$ cat src/rtl/pwm_generator_n.sv
// Parametrised PWM generator: clock-enable prescaler, period counter, duty latched at period boundaries.
// Optional duty slew limiting when PWM_SLEW_LIMIT_EN is defined (default build: duty follows target directly).
module pwm_generator_n #(
    parameter int WIDTH     = 10,
    parameter int PERIOD    = 530,
    parameter int PRESCALE  = 64,
    parameter int OFFSET    = 250,
    parameter int DEADZONE  = 12,
    parameter int NEG_EN    = 0,
    parameter int RAMP_STEP = 8
) (
    input  logic             CLOCK_50,
    input  logic             RESET_N,
    input  logic             enable,
    input  logic [WIDTH-1:0] pwm_in,
    output logic             pwm_out,
    output logic             dir_out,
    output logic             period_start
);

    localparam int PW     = (PRESCALE > 1) ? $clog2(PRESCALE) : 1;
    localparam int CW     = $clog2(PERIOD);
    localparam int DW     = $clog2(PERIOD + 1);
    localparam int TW_MIN = WIDTH + $clog2(OFFSET + 1) + 1;
    localparam int TW     = (TW_MIN > DW) ? TW_MIN : DW + 1;

    if ((PERIOD < 2) || (PRESCALE < 1) || (RAMP_STEP < 1)) begin : g_bad_params
        $error("pwm_generator_n: PERIOD must be >= 2, PRESCALE and RAMP_STEP >= 1");
    end

    logic [PW-1:0] pre_cnt_q, pre_cnt_d;
    logic [CW-1:0] cnt_q, cnt_d;
    logic [DW-1:0] duty_q, duty_d;
    logic          pwm_q, pwm_d;
    logic          dir_q, dir_d;
    logic          start_q, start_d;

    logic             sign;
    logic [WIDTH-1:0] mag;
    logic [TW-1:0]    mag_ext;
    logic [TW-1:0]    sum;
    logic [DW-1:0]    target;
    logic [DW-1:0]    duty_new;
    logic             dir_new;
    logic             tick;
    logic             boundary;
    logic [DW:0]      cnt_inc;

    // Magnitude of the demand, then dead zone, start offset and clamp to a full period.
    always_comb begin : demand
        sign    = (NEG_EN != 0) ? pwm_in[WIDTH-1] : 1'b0;
        mag     = sign ? (~pwm_in + WIDTH'(1)) : pwm_in;
        mag_ext = TW'(mag);
        sum     = mag_ext + TW'(OFFSET);
        if (mag_ext <= TW'(DEADZONE)) begin
            target = '0;
        end else if (sum >= TW'(PERIOD)) begin
            target = DW'(PERIOD);
        end else begin
            target = DW'(sum);
        end
    end

`ifdef PWM_SLEW_LIMIT_EN
    logic [DW-1:0] goal;
    logic [DW-1:0] diff;

    // A sign reversal first ramps the old direction down to zero before dir_out may flip.
    always_comb begin : slew
        goal    = target;
        dir_new = sign;
        diff    = '0;
        if ((sign != dir_q) && (duty_q != '0)) begin
            goal    = '0;
            dir_new = dir_q;
        end
        if (goal >= duty_q) begin
            diff     = goal - duty_q;
            duty_new = (int'(diff) > RAMP_STEP) ? duty_q + DW'(RAMP_STEP) : goal;
        end else begin
            diff     = duty_q - goal;
            duty_new = (int'(diff) > RAMP_STEP) ? duty_q - DW'(RAMP_STEP) : goal;
        end
    end
`else
    always_comb begin : direct
        duty_new = target;
        dir_new  = sign;
    end
`endif

    always_comb begin : next_state
        tick      = (pre_cnt_q == PW'(PRESCALE - 1));
        boundary  = (cnt_q == CW'(PERIOD - 1));
        cnt_inc   = (DW + 1)'(cnt_q) + (DW + 1)'(1);
        pre_cnt_d = tick ? '0 : pre_cnt_q + PW'(1);
        cnt_d     = cnt_q;
        duty_d    = duty_q;
        dir_d     = dir_q;
        start_d   = 1'b0;
        pwm_d     = pwm_q & enable;
        if (tick) begin
            if (boundary) begin
                cnt_d   = '0;
                duty_d  = duty_new;
                dir_d   = dir_new;
                start_d = 1'b1;
                pwm_d   = enable && (duty_new != '0);
            end else begin
                cnt_d = cnt_q + CW'(1);
                pwm_d = enable && (cnt_inc < {1'b0, duty_q});
            end
        end
    end

    always_ff @(posedge CLOCK_50 or negedge RESET_N) begin
        if (!RESET_N) begin
            pre_cnt_q <= '0;
            cnt_q     <= '0;
            duty_q    <= '0;
            pwm_q     <= 1'b0;
            dir_q     <= 1'b0;
            start_q   <= 1'b0;
        end else begin
            pre_cnt_q <= pre_cnt_d;
            cnt_q     <= cnt_d;
            duty_q    <= duty_d;
            pwm_q     <= pwm_d;
            dir_q     <= dir_d;
            start_q   <= start_d;
        end
    end

    assign pwm_out      = pwm_q;
    assign dir_out      = dir_q;
    assign period_start = start_q;

endmodule
$ cat config.mk
export PLATFORM = sky130hd
export DESIGN_NAME = pwm_generator_n
export DESIGN_NICKNAME = d
export VERILOG_FILES = /design/src/rtl/pwm_generator_n.sv
export SDC_FILE = /design/constraint.sdc
export NUM_CORES = 1
export LEC_CHECK = 0
export ABC_CLOCK_PERIOD_IN_PS = 2950
export BUFFER_PORTS_ARGS = -buffer_cell sky130_fd_sc_hd__buf_2
export CORE_MARGIN = 2
export CORE_UTILIZATION = 50
export CTS_CLUSTER_DIAMETER = 40
export DETAILED_ROUTE_END_ITERATION = 8
export PLACE_DENSITY = 0.79
export SETUP_SLACK_MARGIN = 0.2
export SLEW_MARGIN = 25
export SYNTH_ARGS = -nofsm -noshare
export SYNTH_HDL_FRONTEND = slang
export SYNTH_SLANG_ARGS = --single-unit
$ cat constraint.sdc
create_clock -name CLOCK_50 -period 2.95 [get_ports CLOCK_50]
set_input_delay 0.1475 -clock CLOCK_50 [delete_from_list [all_inputs] [get_ports CLOCK_50]]
set_output_delay 0.1475 -clock CLOCK_50 [all_outputs]
set_load 0.05 [all_outputs]
# --- Word-level counts from Yosys, hierarchy flattened ---
# Cells that the tools add are included.
totals:
  in_bits: 13
  reg_bits: 28
  wordCells: 27
classes:
  magnitude_cmp: 3
  eq_ne: 2
  n_mux: 8
  n_addsub: 4
  n_bitwise: 1
  reduce_logical: 4
ops:
  columns: ["op", "n"]
  rows:
  - ["10-bit two-way mux", 3]
  - ["10-bit by 1-bit adder with 11-bit output, second input constant", 1]
  - ["10-bit by 8-bit adder with 11-bit output, second input constant", 1]
  - ["11-bit by 10-bit greater-or-equal comparator with 1-bit output, second input constant", 1]
  - ["11-bit by 10-bit less-than comparator with 1-bit output", 1]
  - ["10-bit by 1-bit adder with 10-bit output, second input constant", 1]
  - ["10-bit == test, second input constant", 1]
  - ["10-bit by 4-bit less-or-equal comparator with 1-bit output, second input constant", 1]
  - ["10-bit nonzero test", 1]
  - ["6-bit by 1-bit adder with 6-bit output, second input constant", 1]
  - ["6-bit == test, second input constant", 1]
  - ["6-bit two-way mux", 1]
  - ["1-bit two-way mux", 4]
  - ["1-bit logical AND", 2]
  - ["2-bit AND reduction", 1]
  - ["1-bit bitwise AND", 1]

# --- Longest topological paths before layout ---
# Gate-level depths: netlist of run 1.
depth:
  ltp_word: 8
  ltp_mapped: 11
  ltp_nobuf: 11

# --- Worst setup path after synthesis of run 1 ---
# OpenSTA, ideal clock, no wires.
synth_path:
  kind: "flip-flop to flip-flop"
  start: "register cnt_q[0]"
  end: "register pwm_q, in the netlist pwm_out"
  period_less_slack_ns: 2.129
  n_path_buf: 0
  arrival_time_ns: 2.035
  stages_incl_launch_ff: 11
  setup_slack_ns: 0.821
  path_cell_list: "dfrtp_1 -> ha_1 -> nand2_1 -> nor2_1 -> and3_1 -> xor2_1 -> ha_1 -> o21a_1 -> o311ai_0 -> a31oi_1 -> a211oi_1"
synth_between:
  elab_chain_cells: 5
synth_rtl:
  columns: ["item", "line", "text"]
  rows:
  - ["start, declared", "32", "logic [CW-1:0] cnt_q, cnt_d;"]
  - ["start signal, assigned", "126", "cnt_q <= cnt_d;"]
  - ["10-bit by 1-bit adder with 11-bit output", "95", "cnt_inc = (DW + 1)'(cnt_q) + (DW + 1)'(1);"]
  - ["11-bit by 10-bit less-than comparator with 1-bit output", "111", "pwm_d = enable && (cnt_inc < {1'b0, duty_q});"]
  - ["1-bit logical AND", "111", null]
  - ["1-bit two-way mux (*)", "103", "if (boundary) begin"]
  - ["1-bit two-way mux (*)", "102", "if (tick) begin"]
  - ["net pwm_d", "34", "logic pwm_q, pwm_d;"]
  - ["end signal, assigned", "128", "pwm_q <= pwm_d;"]
  - ["end, declared", "34", null]
# The timed path passes the listed nets; every way through them passes the cells marked *.
# A chain may end at the register's enable or synchronous reset.

# --- Worst setup path after layout of run 1 ---
layout_path:
  start: "register cnt_q[2]"
  end: "register pwm_q, in the netlist pwm_out"
# The elaborated chain is that of the path after synthesis.

==> results.yml, run 1 <==
clocking:
  tritoncts_num_sinks: 28
  clock_tree.htree_level_count: 1
  insertion_delay_ns: 0.28
  cts.clk_slew.worst_paths_ns: 0.10
  cts-resized-gates: 0
  cts_tree: "yes"
  ctsLongestPathBuffers: 2
  clock_root_buffer: "clkbuf_8"
  cts-buffers-inserted: 3
critical_path:
  critical-path-max-stage-delay_ns: 0.47
  path_max_fanout: 7
  reg2reg_setup_slack_ns: 0.61
  timing.critical_path.required_ns: 3.14
  crit_path_end_kind: "flip-flop"
  cpMostUsedCell: "o21ai_0"
  crit_path_top_delay_cell: "dfrtp_1"
  timing.critical_path.from_type: "flip-flop"
  worstReg2RegStart: "cnt_q[2]"
  crit_start: "cnt_q[2]"
  cp_cell_instances: "nand3_1, nor3_1, xor2_1, ha_1, o21ai_0, o21ai_0, a21oi_1, a31oi_1, a211oi_1"
  reg2reg_depth: 9
  endpoint: "pwm_out"
  crit_arrival_ns: 2.54
  worst_r2r_endpoint: "pwm_out"
  critical_path.top_delay_family: "compound AO/OA/AOI/OAI gates"
  cp_num_cells: 9
  worstSetupPathType: "reg2reg"
  critical_path.n_buffers_inverters: 0
global_routing:
  grt_pass1_wl_um: 6380
  first_global_vias: 1365
  gr-usage-all-layers_pct: 19.2
  largest_net_degree_at_the_start_of_global_routing: 29
  overflow: 0
  number_of_antenna_violations_at_the_first_check_in_global_routing: 0
synth:
  synth_nets: 228
  synth_cell_type_count: 50
  synth-simple-area-share_pct: 19.1
  synthXorXnorAreaFrac_pct: 9.65
  yosys_warning_count: 0
  synth-compound-area-share_pct: 19.2
  synth.cell_area_um2: 1910
  ys.flop_type: "dfrtp_1"
  post_synth_main_area_contributors: "dfrtp_1 37%, ha_1 9.2%, xnor2_1 5.5%, xor2_1 4.1%, inv_1 3.3%"
  yosys-mux-area-fraction_pct: 0.722
  synth_enable_flop_cells: 0
  synth_area_per_cell_um2: 9.49
  main_combinational_cell_family_by_area_after_synthesis: "compound AO/OA/AOI/OAI gates"
  synth_fa_ha_area_share_pct: 9.19
  synthCells: 201
  ys_seq_elements: 28
  synth-async-reset-ratio_pct: 100
  synth_sequential_area_ratio_pct: 36.7
  netlist.area_leader.share_pct: 36.7
  synth_top_cell_by_area: "dfrtp_1"
routing:
  drt_drc_violations_left: 0
  wl_per_cell_um: 14.3
  detailedRoute.firstPassIterationCount: 4
  route.vias.total: 1467
  initialDrtViolationCount: 78
  postRouteAntennaNets: 0
  drt_wl_total_um: 3760
  via_per_inst: 5.58
sta:
  fraction_of_the_cycle_the_final_worst_path_needs_pct: 79.5
  timing.final.max_slew_violations: 0
  worst_clk_skew_ns: 0.00444
  report.final.hold_viol_count: 0
  tightest_slew_ns: 0.730
  hold_slack_ns: 0.121
  final.setup.worst_slack_ns: 0.606
  final.setup.tns_ns: 0
  grt_setup_unrepaired: "no"
  max_slew_margin_pct: 50.9
  fmax_mhz: 427
  setup_violations: 0
  finalWorstPathRequiredPeriod_ns: 2.34
pwr:
  post-layout-total-power_uw: 770
  vdd.ir_drop.worst_mv: 0.171
  power-per-cell-area_nw_per_um2: 369
  leakage_uw: 0.000973
layout:
  num-nets-final: 243
  area_growth_syn_to_layout_pct: 9.58
  design_area_um2: 2090
  insertedDiodeCount: 0
  drive_above_1_share_pct: 13.5
floorplanning:
  overall_die_area_um2: 4320
  rows: 22
  core-area_um2: 3660
  die_w_um: 65.8
  io-pin-count: 16
  fp.dieH_um: 65.8
  floorplan.initialDensity_pct: 52.1
min_path:
  worstHoldPathType: "in2reg"
  timing.hold.worst_path_depth: 3
placed_design:
  post-place-ws_ns: 0.618
  io_buffer_count: 14
  globalplace.congestion: 0.923
  detailedPlacementHpwl_um: 2860
  placed_cell_area_um2: 2010
flow_run:
  cap_violations: 0
status:
  outcome: "finished clean"
==> registers in the layout (all words and copies together), names as in the netlist <==
register and flops:
period_start 1, pre_cnt_q 6, pwm_out 1, cnt_q 10
duty_q 10
==> worst min path at each step <==
stage	slack, ns	endpoint	start
2_1_floorplan	-0.15	cnt_q[0]	RESET_N
3_3_place_gp	0.20	cnt_q[7]	RESET_N
3_5_place_dp	0.20	cnt_q[7]	RESET_N
4_1_cts	0.12	duty_q[0]	pwm_in[0]
5_1_grt	0.12	duty_q[0]	pwm_in[0]
6_report	0.12	duty_q[0]	pwm_in[0]
==> layer usage <==
metal / global-route usage (%) / vias up / share of wire (%)
met3: 2.05 / 4 / 1.9
met1: 26.4 / 691 / 48
met2: 31.2 / 19 / 48
li1: - / 753 / -
met5: 0 / - / 0
met4: 7.03 / 0 / 1.5
==> stage by stage <==
step,util (%),cells
floorplan,-,201
CTS,57.1,263
finish,57.1,263
global placement,54.9,258
global route,57.1,263
detailed placement,54.9,258
==> kinds of logic after synthesis <==
logic type | Yosys count
flops | 28
xor+xnor | 21
buf+inv | 23
simple gates | 64
fa+ha+maj | 14
other cells | 1
compound gates | 49
mux | 1
==> worst min-delay path: cells and delay by family <==
kind	cells	cell delay [ns]
compound gates	1	0.05
buf+inv	1	0.12
simple gates	1	0.06
==> cell usage in the layout, fill, tap and decap left out, types with 2 or more instances in the layout <==
cell type  Yosys  routed
and3_1         4       4
a21oi_1        5       5
dfrtp_1       28      28
nand2_1       16      16
buf_2          2      14
o22ai_1        5       5
inv_1         17      17
xnor2_1       12      12
xor2_1         9       9
nor2_1        12      12
o211ai_1       2       2
nand3_1       10      10
o21ai_0       10      10
a211oi_1       2       2
ha_1          14      14
clkbuf_8       0       3
nand3b_1       2       2
a31oi_1        6       6
o31ai_1        2       2
a22o_1         2       2
nand2b_1       3       3
o21ai_1        3       3
a32oi_1        3       3
nor3_1         4       4
==> Yosys cell counts (2+ instances only) <==
library cell / instances
o31ai_1: 2
and3_1: 4
nand3b_1: 2
buf_2: 2
nor3_1: 4
a22o_1: 2
xnor2_1: 12
a32oi_1: 3
nand2b_1: 3
ha_1: 14
dfrtp_1: 28
clkbuf_1: 2
o21ai_1: 3
o211ai_1: 2
a211oi_1: 2
a21oi_1: 5
a31oi_1: 6
xor2_1: 9
nand2_1: 16
o22ai_1: 5
inv_1: 17
nor2_1: 12
nand3_1: 10
o21ai_0: 10
==> power by group <==
part	internal [uW]	total (uW)	switching, uW
Sequential	388	390	2.45
Clock	182	305	123
Combinational	27.9	74.9	47.0
==> cell type report <==
type | count | area [um^2]
clock buffers | 3 | 41.3
flip-flops and latches | 28 | 701
repair buffers | 16 | 87.6
well taps | 48 | 60.1
inverters | 17 | 63.8
multi-input cells | 150 | 1110
fillers | 326 | 1570
clock inverters | 1 | 30.0
==> what timing repair did <==
action | CTS | global route
hold endpoints to repair | 28 | 0
buffers inserted | 0 | 0
hold buffers | 1 | 0
(Power assumes the default switching activity.)
==> inputs of run 2 (changes only) <==
ABC_CLOCK_PERIOD_IN_PS = 2130   (was 2950)
PLACE_DENSITY = 0.81   (was 0.79)
clock period = 2.13 ns   (was 2.95 ns; I/O delays follow)
==> run 2 against run 1 <==
Combinational power rose by 42%. Setup slack got worse by 0.57 ns. Routed wire length grew 11%. Critical path depth unchanged. Final cell count up 5.3%. Worst hold slack lost 0.031 ns. Sequential power grew 39%. Register-to-register slack worse by 0.57 ns. Critical path type unchanged. Critical endpoint unchanged. Largest cell class unchanged.
==> results.yml, run 2 (same netlist as run 1, synthesis figures left out) <==
clocking:
  clock_root_buffer: "clkbuf_8"
  cts.clk_slew.worst_paths_ns: 0.10
  insertion_delay_ns: 0.28
  tritoncts_num_sinks: 28
  clock_tree.htree_level_count: 1
  cts-buffers-inserted: 3
  cts_tree: "yes"
  ctsLongestPathBuffers: 2
flow_run:
  cap_violations: 0
layout:
  design_area_um2: 2230
  filler_cells: 298
  leading_cell_type_in_the_layout_fill_and_taps_excluded: "dfrtp_1"
  reg.largest.list: "cnt_q: 10 flops, duty_q: 10 flops, pre_cnt_q: 6 flops"
  area_growth_syn_to_layout_pct: 16.7
  insertedDiodeCount: 0
  drive_above_1_share_pct: 23.6
  final_cells: 277
  multi_input_combinational_cell_area_um2: 1160
  num-nets-final: 257
  register_area_um2: 703
  final_util_pct: 60.8
  final_cell_mix: "26 x dfrtp_1, 17 x inv_1, 15 x buf_4"
critical_path:
  critical_path.n_buffers_inverters: 0
  worstReg2RegStart: "cnt_q[2]"
  critical_path.top_delay_family: "compound AO/OA/AOI/OAI gates"
  critical-path-max-stage-delay_ns: 0.37
  crit_path_end_kind: "flip-flop"
  cp_cell_instances: "nand3_2, nor2_2, xor2_1, ha_1, a211oi_1, o21ai_0, a21oi_2, a31oi_1, a211oi_1"
  path_max_fanout: 3
  reg2reg_setup_slack_ns: 0.04
  timing.critical_path.from_type: "flip-flop"
  timing.critical_path.required_ns: 2.32
  crit_arrival_ns: 2.29
  worstSetupPathType: "reg2reg"
  crit_path_top_delay_cell: "dfrtp_1"
  reg2reg_depth: 9
  worst_r2r_endpoint: "pwm_out"
  cpMostUsedCell: "a211oi_1"
global_routing:
  first_global_vias: 1485
  gr-usage-all-layers_pct: 20.3
  grt_pass1_wl_um: 6730
  overflow: 0
  number_of_antenna_violations_at_the_first_check_in_global_routing: 0
  largest_net_degree_at_the_start_of_global_routing: 29
routing:
  detailedRoute.firstPassIterationCount: 4
  wl_per_cell_um: 15.0
  via_per_inst: 5.69
  postRouteAntennaNets: 0
  drt_wl_total_um: 4160
  initialDrtViolationCount: 169
  route.vias.total: 1577
  drt_drc_violations_left: 0
pwr:
  vdd.ir_drop.worst_mv: 0.260
  power.share.clock_pct: 31.8
  power-per-cell-area_nw_per_um2: 426
  p_sw_uw: 237
  leakage_uw: 0.00105
  combinationalPowerShare_pct: 11.2
  power_switching_share_pct: 25.0
  post-layout-total-power_uw: 949
  seq_power_share_pct: 57.0
  internal_power_summed_over_all_cells_uw: 712
placed_design:
  io_buffer_count: 14
  dpl.cell_count: 268
  placed_cell_area_um2: 2100
  globalplace.congestion: 0.944
  detailedPlacementHpwl_um: 2880
sta:
  timing.final.max_slew_violations: 0
  fraction_of_the_cycle_the_final_worst_path_needs_pct: 98.3
  setup_violations: 0
  fmax_mhz: 478
  worst_clk_skew_ns: 0.00590
  report.final.hold_viol_count: 0
  finalWorstPathRequiredPeriod_ns: 2.09
  grt_setup_unrepaired: "yes"
  hold_slack_ns: 0.0902
  max_slew_margin_pct: 59.3
  tightest_slew_ns: 0.611
floorplanning:
  overall_die_area_um2: 4320
  die_w_um: 65.8
  fp.dieH_um: 65.8
  core-area_um2: 3660
  rows: 22
  floorplan.initialDensity_pct: 52.1
  io-pin-count: 16
min_path:
  timing.hold.worst.start: "pwm_in[0]"
  hold_path_endpoint: "duty_q[0]"
  timing.hold.worst_path_depth: 3
  worstHoldPathType: "in2reg"
status:
  outcome: "finished clean"
[run 2: power groups by stage]
stage | clock network (uW) | registers, uW | logic (uW)
after floorplan | 0 | 550 | 66.3
after CTS | 303 | 541 | 107
after global routing | 323 | 542 | 118
after detailed placement | 0 | 551 | 105
after global placement | 0 | 551 | 102
final | 302 | 541 | 106
[run 2: metal layers]
layer  track usage, %  routed length [um]  vias to the layer above  share of wire [%]
li1                 -                   -                      777                  -
met1             27.8                1890                      759                 45
met2             32.3                2050                       32                 49
met3             4.28                 135                        9                3.2
met4             5.47                  78                        0                1.9
met5                0                   0                        -                  0
[run 2: metrics by stage]
step / setup WS, ns / setup TNS (ns)
finish: 0.0361 / 0
global route: -0.109 / -0.109
CTS: 0.0696 / 0
detailed placement: 0.0418 / 0
global placement: 0.114 / 0
floorplan: 0.146 / 0
[run 2: worst max path at each step]
stage / start / to / slack, ns / cells past startpoint
global route: cnt_q[2] / pwm_out / -0.11 / 9
global placement: cnt_q[0] / pwm_out / 0.11 / 10
floorplan: cnt_q[2] / pwm_out / 0.15 / 10
detailed placement: cnt_q[0] / pwm_out / 0.04 / 10
finish: cnt_q[2] / pwm_out / 0.04 / 9
CTS: cnt_q[1] / pwm_out / 0.07 / 10
[run 2: repair_timing]
action	in CTS	in global routing
buffers inserted	2	2
pin swaps	2	1
setup endpoints to repair	1	7
resized for setup	5	7
endpoints found under the hold margin	28	0
hold buffers	1	0
[run 2: area by class of cell]
type	count	area share [%]
multi-input combinational	150	52.2
sequential	28	31.6
timing repair buffer	30	8.66
inverter	17	2.87
tap	48	2.70
clock buffer	4	2.02
[run 2: worst register-to-register path, delay by kind of cell (launching register included)]
kind            cells  cell delay, ns
xor+xnor            1            0.19
flops               1            0.37
compound gates      5            0.83
fa+ha+maj           1            0.27
simple gates        2            0.35
